`config.mk`:
```
export PLATFORM = sky130hd
export DESIGN_NAME = mapping_group_ctrl
export DESIGN_NICKNAME = d
export VERILOG_FILES = /design/src/rtl/mapping_group_ctrl.sv
export SDC_FILE = /design/constraint.sdc
export NUM_CORES = 1
export LEC_CHECK = 0
export BUFFER_PORTS_ARGS = -buffer_cell sky130_fd_sc_hd__buf_4
export CORE_MARGIN = 4
export CORE_UTILIZATION = 44
export DETAILED_ROUTE_END_ITERATION = 8
export GPL_ROUTABILITY_DRIVEN = 0
export PLACE_DENSITY = 0.81
export SYNTH_ARGS = -nofsm -noshare
export SYNTH_HDL_FRONTEND = slang
export SYNTH_SLANG_ARGS = --single-unit
```
`constraint.sdc`:
```
create_clock -name clk_i -period 2.5 [get_ports clk_i]
set_input_delay 0.625 -clock clk_i [delete_from_list [all_inputs] [get_ports clk_i]]
set_output_delay 0.625 -clock clk_i [all_outputs]
set_load 0.01 [all_outputs]
```
`src/rtl/mapping_group_ctrl.sv`:
```
`default_nettype none
// ============================================================================
// mapping_group_ctrl : Moore sequencer for macro write/shift/accumulate passes
// Revision 1.0
// ============================================================================
module mapping_group_ctrl (
   input  logic        clk_i,
   input  logic        rst_ni,
   input  logic        start_i,
   input  logic        abort_i,
   input  logic        cfg_mode_i,
   input  logic [3:0]  cfg_passes_i,
   input  logic [2:0]  cfg_shift_len_i,
   input  logic        cfg_zp_load_i,
   input  logic [31:0] cfg_zp_i,
   input  logic        data_valid_i,
   input  logic        load_req_i,
   output logic        buf_write_en_1_o,
   output logic        buf_write_en_2_o,
   output logic        buf_read_en_o,
   output logic        shift_counter_en_o,
   output logic        mode_o,
   output logic        accum_buf_write_o,
   output logic        zero_point_en_o,
   output logic [31:0] zero_point_o,
   output logic        load_en_o,
   output logic        busy_o,
   output logic        done_o,
   output logic [3:0]  pass_cnt_o
);

   typedef enum logic [3:0] {
      IDLE  = 4'd0,
      WAIT1 = 4'd1,
      WR1   = 4'd2,
      WAIT2 = 4'd3,
      WR2   = 4'd4,
      SHIFT = 4'd5,
      ACCUM = 4'd6,
      READY = 4'd7,
      LOAD  = 4'd8
   } state_t;

   state_t      state_q;
   state_t      state_d;
   logic        mode_q;
   logic [3:0]  passes_q;
   logic [2:0]  shift_len_q;
   logic [2:0]  shift_cnt;
   logic [3:0]  pass_cnt;
   logic [3:0]  pass_inc;
   logic [31:0] zp_q;
   logic        zp_en_q;
   logic        done_q;
   logic        start_acc;
   logic        zp_acc;

   assign pass_inc  = (pass_cnt == 4'hF) ? 4'hF : pass_cnt + 4'd1;
   assign start_acc = (state_q == IDLE) && start_i && !abort_i;
   assign zp_acc    = (state_q == IDLE) && cfg_zp_load_i && !abort_i;

   always_ff @(posedge clk_i or negedge rst_ni) begin
      if (!rst_ni) begin
         state_q <= IDLE;
      end else begin
         state_q <= state_d;
      end
   end

   always_comb begin
      state_d = state_q;
      if (abort_i) begin
         state_d = IDLE;
      end else begin
         case (state_q)
            IDLE:    if (start_i) state_d = WAIT1;
            WAIT1:   if (data_valid_i) state_d = WR1;
            WR1:     state_d = mode_q ? WAIT2 : SHIFT;
            WAIT2:   if (data_valid_i) state_d = WR2;
            WR2:     state_d = SHIFT;
            SHIFT:   if (shift_cnt == shift_len_q) state_d = ACCUM;
            ACCUM:   state_d = (pass_inc == passes_q) ? READY : WAIT1;
            READY:   if (load_req_i) state_d = LOAD;
            LOAD:    state_d = IDLE;
            default: state_d = IDLE;
         endcase
      end
   end

   // Job configuration is frozen at start so mid-job cfg changes are inert.
   always_ff @(posedge clk_i or negedge rst_ni) begin
      if (!rst_ni) begin
         mode_q      <= 1'b0;
         passes_q    <= 4'd1;
         shift_len_q <= 3'd0;
         shift_cnt   <= 3'd0;
         pass_cnt    <= 4'd0;
         zp_q        <= 32'd0;
         zp_en_q     <= 1'b0;
         done_q      <= 1'b0;
      end else begin
         if (start_acc) begin
            mode_q      <= cfg_mode_i;
            passes_q    <= (cfg_passes_i == 4'd0) ? 4'd1 : cfg_passes_i;
            shift_len_q <= cfg_shift_len_i;
            pass_cnt    <= 4'd0;
         end else if (state_q == ACCUM && !abort_i) begin
            pass_cnt <= pass_inc;
         end

         if (state_q != SHIFT) begin
            shift_cnt <= 3'd0;
         end else if (shift_cnt != shift_len_q) begin
            shift_cnt <= shift_cnt + 3'd1;
         end

         if (zp_acc) begin
            zp_q <= cfg_zp_i;
         end
         zp_en_q <= zp_acc;

         // done marks only the entry cycle into READY.
         done_q <= (state_d == READY) && (state_q != READY);
      end
   end

   assign buf_write_en_1_o   = (state_q == WR1);
   assign buf_write_en_2_o   = (state_q == WR2);
   assign buf_read_en_o      = (state_q == SHIFT);
   assign shift_counter_en_o = (state_q == SHIFT);
   assign accum_buf_write_o  = (state_q == ACCUM);
   assign load_en_o          = (state_q == LOAD);
   assign busy_o             = (state_q != IDLE) && (state_q != READY);
   assign done_o             = done_q;
   assign mode_o             = mode_q;
   assign pass_cnt_o         = pass_cnt;
   assign zero_point_o       = zp_q;
   assign zero_point_en_o    = zp_en_q;

endmodule
`default_nettype wire
```
; ---- Word-level counts from Yosys, hierarchy flattened
; Cells that the tools add are included.
[op_classes]
muxes = 15
n_eq_ne = 15
reduce_logical = 13
n_addsub = 2
[ops]
columns = operator, count
row1 = $mux 4, 10
row2 = $pmux 4 s8, 1
row3 = $eq 4x3->1 const B, 5
row4 = $mux 3, 4
row5 = $eq 4x2->1 const B, 2
row6 = $eq 4x4->1 const B, 2
row7 = $logic_not 4->1, 2
row8 = $ne 4x3->1 const B, 2
row9 = $logic_and 1x1->1, 7
row10 = $add 4x1->4 const B, 1
row11 = $eq 4x1->1 const B, 1
row12 = $eq 4x4->1, 1
row13 = $reduce_bool 2->1, 2
row14 = $reduce_bool 4->1, 1
row15 = $add 3x1->3 const B, 1
row16 = $eq 3x3->1, 1
row17 = $ne 3x3->1, 1
row18 = $logic_not 1->1, 1
[word_totals]
output_inout_bits = 46
regBits = 53

; ---- Depth between registers and ports, before layout
[logic_depth]
word_depth = 8
mapped_depth = 7

; ---- Worst setup path before layout
; OpenSTA, ideal clock, no wires.
[synth_path]
path_kind = reg2reg
startpoint = reg pass_cnt[0] (netlist: pass_cnt_o[0])
endpoint = reg state_q[1]
path_slack_ps = 715
arrival_time_ps = 1689
synth_period_minus_slack_ps = 1785
stages_incl_launch_ff = 8
setup_time_ps = 96
path_cell_list = dfrtp_1 ha_1 buf_2 nand4b_1 xor2_1 a211oi_2 nand3_2 a311oi_2
[synth_via]
elab_chain_len = 6
word_cells_on_any_way = 7
cone_classes = add/sub: 1 / eq/ne: 2 / mux: 4
[synth_lines]
columns = element, line
row1 = "start, declared", 50  ; logic [3:0] pass_cnt;
row2 = "start signal, assigned", 108  ; pass_cnt <= pass_inc;
row3 = $add 4x1->4 or $eq 4x4->1 (tied branches), 58  ; assign pass_inc = (pass_cnt == 4'hF) ? 4'hF : pass_cnt + 4'd1;
row4 = $mux 4 *, 58
row5 = $eq 4x4->1 *, 82  ; ACCUM: state_d = (pass_inc == passes_q) ? READY : WAIT1;
row6 = $mux 3 *, 82
row7 = $pmux 4 s8 *, 75  ; case (state_q)
row8 = $mux 4 *, 72  ; if (abort_i) begin
row9 = via state_d[1], 45  ; state_t state_d;
row10 = "end signal, assigned", 66  ; state_q <= state_d;
row11 = "end, declared", 44  ; state_t state_q;
; Mark *: on every way through the listed nets, which the timed path passes. The rest lies on a longest branch.
; A chain may end at the register's enable or synchronous reset.

; ---- Worst setup path in the final report
[layout_path]
startpoint = reg state_q[2]
endpoint = out buf_read_en_o
[layout_via]
elab_chain_len = 1
[layout_lines]
columns = element, line
row1 = $eq 4x3->1, 129  ; assign buf_read_en_o = (state_q == SHIFT);
row2 = "end, declared", 20  ; output logic buf_read_en_o,
; Every way passes these cells.

==> impl_metrics.yaml <==
yosys:
  syn_area_per_cell_um2: 8.877
  synth-edff-count: 0
  syn_inst: 275
  netlist_area_um2: 2441
  synth_top_cell_by_area: "dfrtp_1"
  synth_cell_types: 44
  async_reset_ff_frac: 1.000
  ys_seq_area_frac: 0.5438
  ys_seq_elements: 53
  syn-num-nets: 324
  synth_top_flop_cell: "dfrtp_1"
  yosys_warnings: 0
  yosys.area.top_type_share: 0.5331
  synthTopCellsByArea: "dfrtp_1 (53%), nand2_1 (19%), xor2_1 (2.5%)"
setup_path:
  path_cells: "and2b_1, nand3b_1, inv_1, buf_4"
  cp_num_buf_inv: 2
  cp_data_arrival_time_ps: 1600
  crit_slowest_cell: "dfrtp_1"
  worstSetupStartpoint: "state_q[2]$_DFF_PN0_"
  cp_max_fo: 12
  r2r-start: "pass_cnt_o[0]$_DFFE_PN0P_"
  cp_top_family: "flip-flops"
  r2r_slack_ps: 590
  critPathRequiredTime_ps: 1880
  reg2reg_to: "state_q[1]$_DFF_PN0_"
  ff2ff_path_depth: 6
  path_class: "flip-flop to output pin"
  cp-end-kind: "output pin"
  crit_path_start_kind: "flip-flop"
  cp_slowest_stage_delay_ps: 560
detailed_routing:
  vias: 2114
  drc_errors: 0
  wl_per_cell_um: 13.13
  drt_iter0_markers: 50
  routed_wl_um: 5657
  antenna_left: 0
  viasPerCell: 4.905
  firstDrtPassIters: 6
timing:
  finClkSkew_ps: 5.684
  slew_violations: 0
  rsz0062_at_grt: "no"
  max_freq_mhz: 450.2
  worstMarginPinSlew_ps: 659.5
  hold_violations: 0
  maxSlewHeadroom: 0.5570
  period_share: 0.8884
  finalSetupViolCount: 0
  tns_ps: 0
  fin_crit_ps: 2221
clock_tree:
  clkLatencyLatePin_ps: 300
  numCtsBuffers: 5
  post_cts_resized: 0
  post_cts_buffers: 0
  clk_pin_slew_worst_paths_ps: 90
  clock-root-buffer: "clkbuf_8"
  cts_tree: "yes"
  htree_num_levels: 2
  clock_path_buffers: 2
  clock-sinks: 53
  holdBufCountCts: 0
power:
  power_density_nw_per_um2: 708.7
  peakVddDrop_uv: 392.8
  finalPower_mw: 2.289
  leakage_nw: 1.738
place:
  dp_hpwl_um: 4090
  placement.io_buffers: 92
global_routing:
  grt_antenna_before_repair: 0
  grt_pass1_vias: 2052
  overflow: 0
  grt_use_total: 0.1813
  grt_max_degree: 54
  grt_pass1_wl_um: 9404
layout:
  nets: 409
  synthToLayoutAreaGrowth_pct: 32.34
  drive_gt1_frac: 0.3047
  nFillCells: 452
  seq_area_um2: 1328
  multiInputGateArea_um2: 1027
  num_antenna_cells: 0
floorplanning:
  die_h_um: 82.49
  rows: 26
  start_util: 0.4661
  die-area_um2: 6804
  die_w_um: 82.49
  coreArea_um2: 5238
  io_pins: 93
min_path:
  hold_class: "primary input to async pin"
run:
  cap_violations: 0
status:
  status: "complete, no violations"
-- cells in the final DEF, fill, tap and decap left out, types with 2 or more instances in the layout --
cell | netlist | layout
a211oi_1 | 2 | 2
a21oi_1 | 10 | 10
a31oi_1 | 3 | 3
and3_1 | 2 | 2
buf_4 | 1 | 93
clkbuf_8 | 0 | 5
clkinv_2 | 0 | 2
dfrtp_1 | 52 | 52
ha_1 | 2 | 2
nand2_1 | 123 | 123
nand2b_1 | 3 | 3
nand3_1 | 6 | 6
nand3b_1 | 2 | 2
nor2_1 | 10 | 10
nor2b_1 | 4 | 4
nor3_1 | 4 | 4
nor3b_1 | 2 | 2
o21a_1 | 2 | 2
o21ai_0 | 3 | 3
xor2_1 | 7 | 7
-- flip-flops by register name (all words and copies together) (netlist names) --
signal	cells
shift_cnt	3
zero_point_en_o	1
done_o	1
pass_cnt_o	4
state_q	4
zero_point_o	32
mode_o	1
passes_q	4
shift_len_q	3
-- cell type report --
cell class                 count  area share
multi-input combinational    205      0.3180
inverter                       2    0.002324
sequential                    53      0.4109
clock buffer                   6     0.02246
clock inverter                 2    0.003098
timing repair buffer          93      0.2161
tap                           70     0.02711
-- cells by family (layout without fill, tap and decap cells) --
family | count (synthesis) | in the layout | share of synthesized area
and+or+nand+nor | 166 | 166 | 0.2973
xor gates and xnor gates | 8 | 8 | 0.02870
buffers and inverters | 17 | 103 | 0.03536
muxes | 2 | 2 | 0.01025
AOI/OAI and AO/OA | 27 | 27 | 0.07432
adders and majority gates | 2 | 2 | 0.01025
DFF | 53 | 53 | 0.5438
-- stage by stage --
step	instances	instance area, um^2	utilization	worst slack (ps)	hold slack, ps
floorplan	275	2441	-	715.4	329.4
detailed placement	423	3148	0.6011	556.2	463.4
finish	431	3231	0.6168	278.9	340.6
global placement	423	3148	0.6011	644.9	453.9
CTS	431	3231	0.6168	272.6	355.4
global route	431	3231	0.6168	117.4	394.2
-- cells in the mapped netlist (2+ instances only) --
cell      count
nand2_1     123
nand3b_1      2
nand2b_1      3
nor2b_1       4
xor2_1        7
ha_1          2
dfrtp_1      52
buf_2         9
nor3b_1       2
o21ai_0       3
a31oi_1       3
clkbuf_1      4
nor3_1        4
nand3_1       6
a21oi_1      10
nor2_1       10
a211oi_1      2
and3_1        2
o21a_1        2
-- where the power goes --
| part | total, mW | leakage (nW) | switching (mW) | internal [mW] |
|---|---|---|---|---|
| Clock | 0.465 | 0.0450 | 0.270 | 0.195 |
| Sequential | 1.15 | 0.675 | 0.121 | 1.03 |
| Combinational | 0.672 | 1.02 | 0.329 | 0.343 |
-- metal layers --
layer,vias up,GRT usage,part of all wire
met5,-,0,0
met2,78,0.2804,0.47
met3,6,0.07701,0.11
met4,0,0.06977,0.014
li1,1057,-,-
met1,973,0.2245,0.41
-- worst register-to-register path: stages (launching register included) --
cell,delay (ps)
dfrtp_1,470
ha_1,340
nand4b_1,230
xor2_1,180
a211oi_2,240
nand3_2,130
a311oi_2,230
-- how the worst max path moves through the flow --
stage	end	slack [ps]	cells past startpoint
2_1_floorplan	state_q[1]$_DFF_PN0_	720	7
3_3_place_gp	buf_read_en_o	640	4
3_5_place_dp	zero_point_o[21]$_DFFE_PN0P_	560	6
4_1_cts	buf_read_en_o	270	4
5_1_grt	buf_read_en_o	120	4
6_report	buf_read_en_o	280	4
No activity file was read; power rests on OpenSTA's default activity.
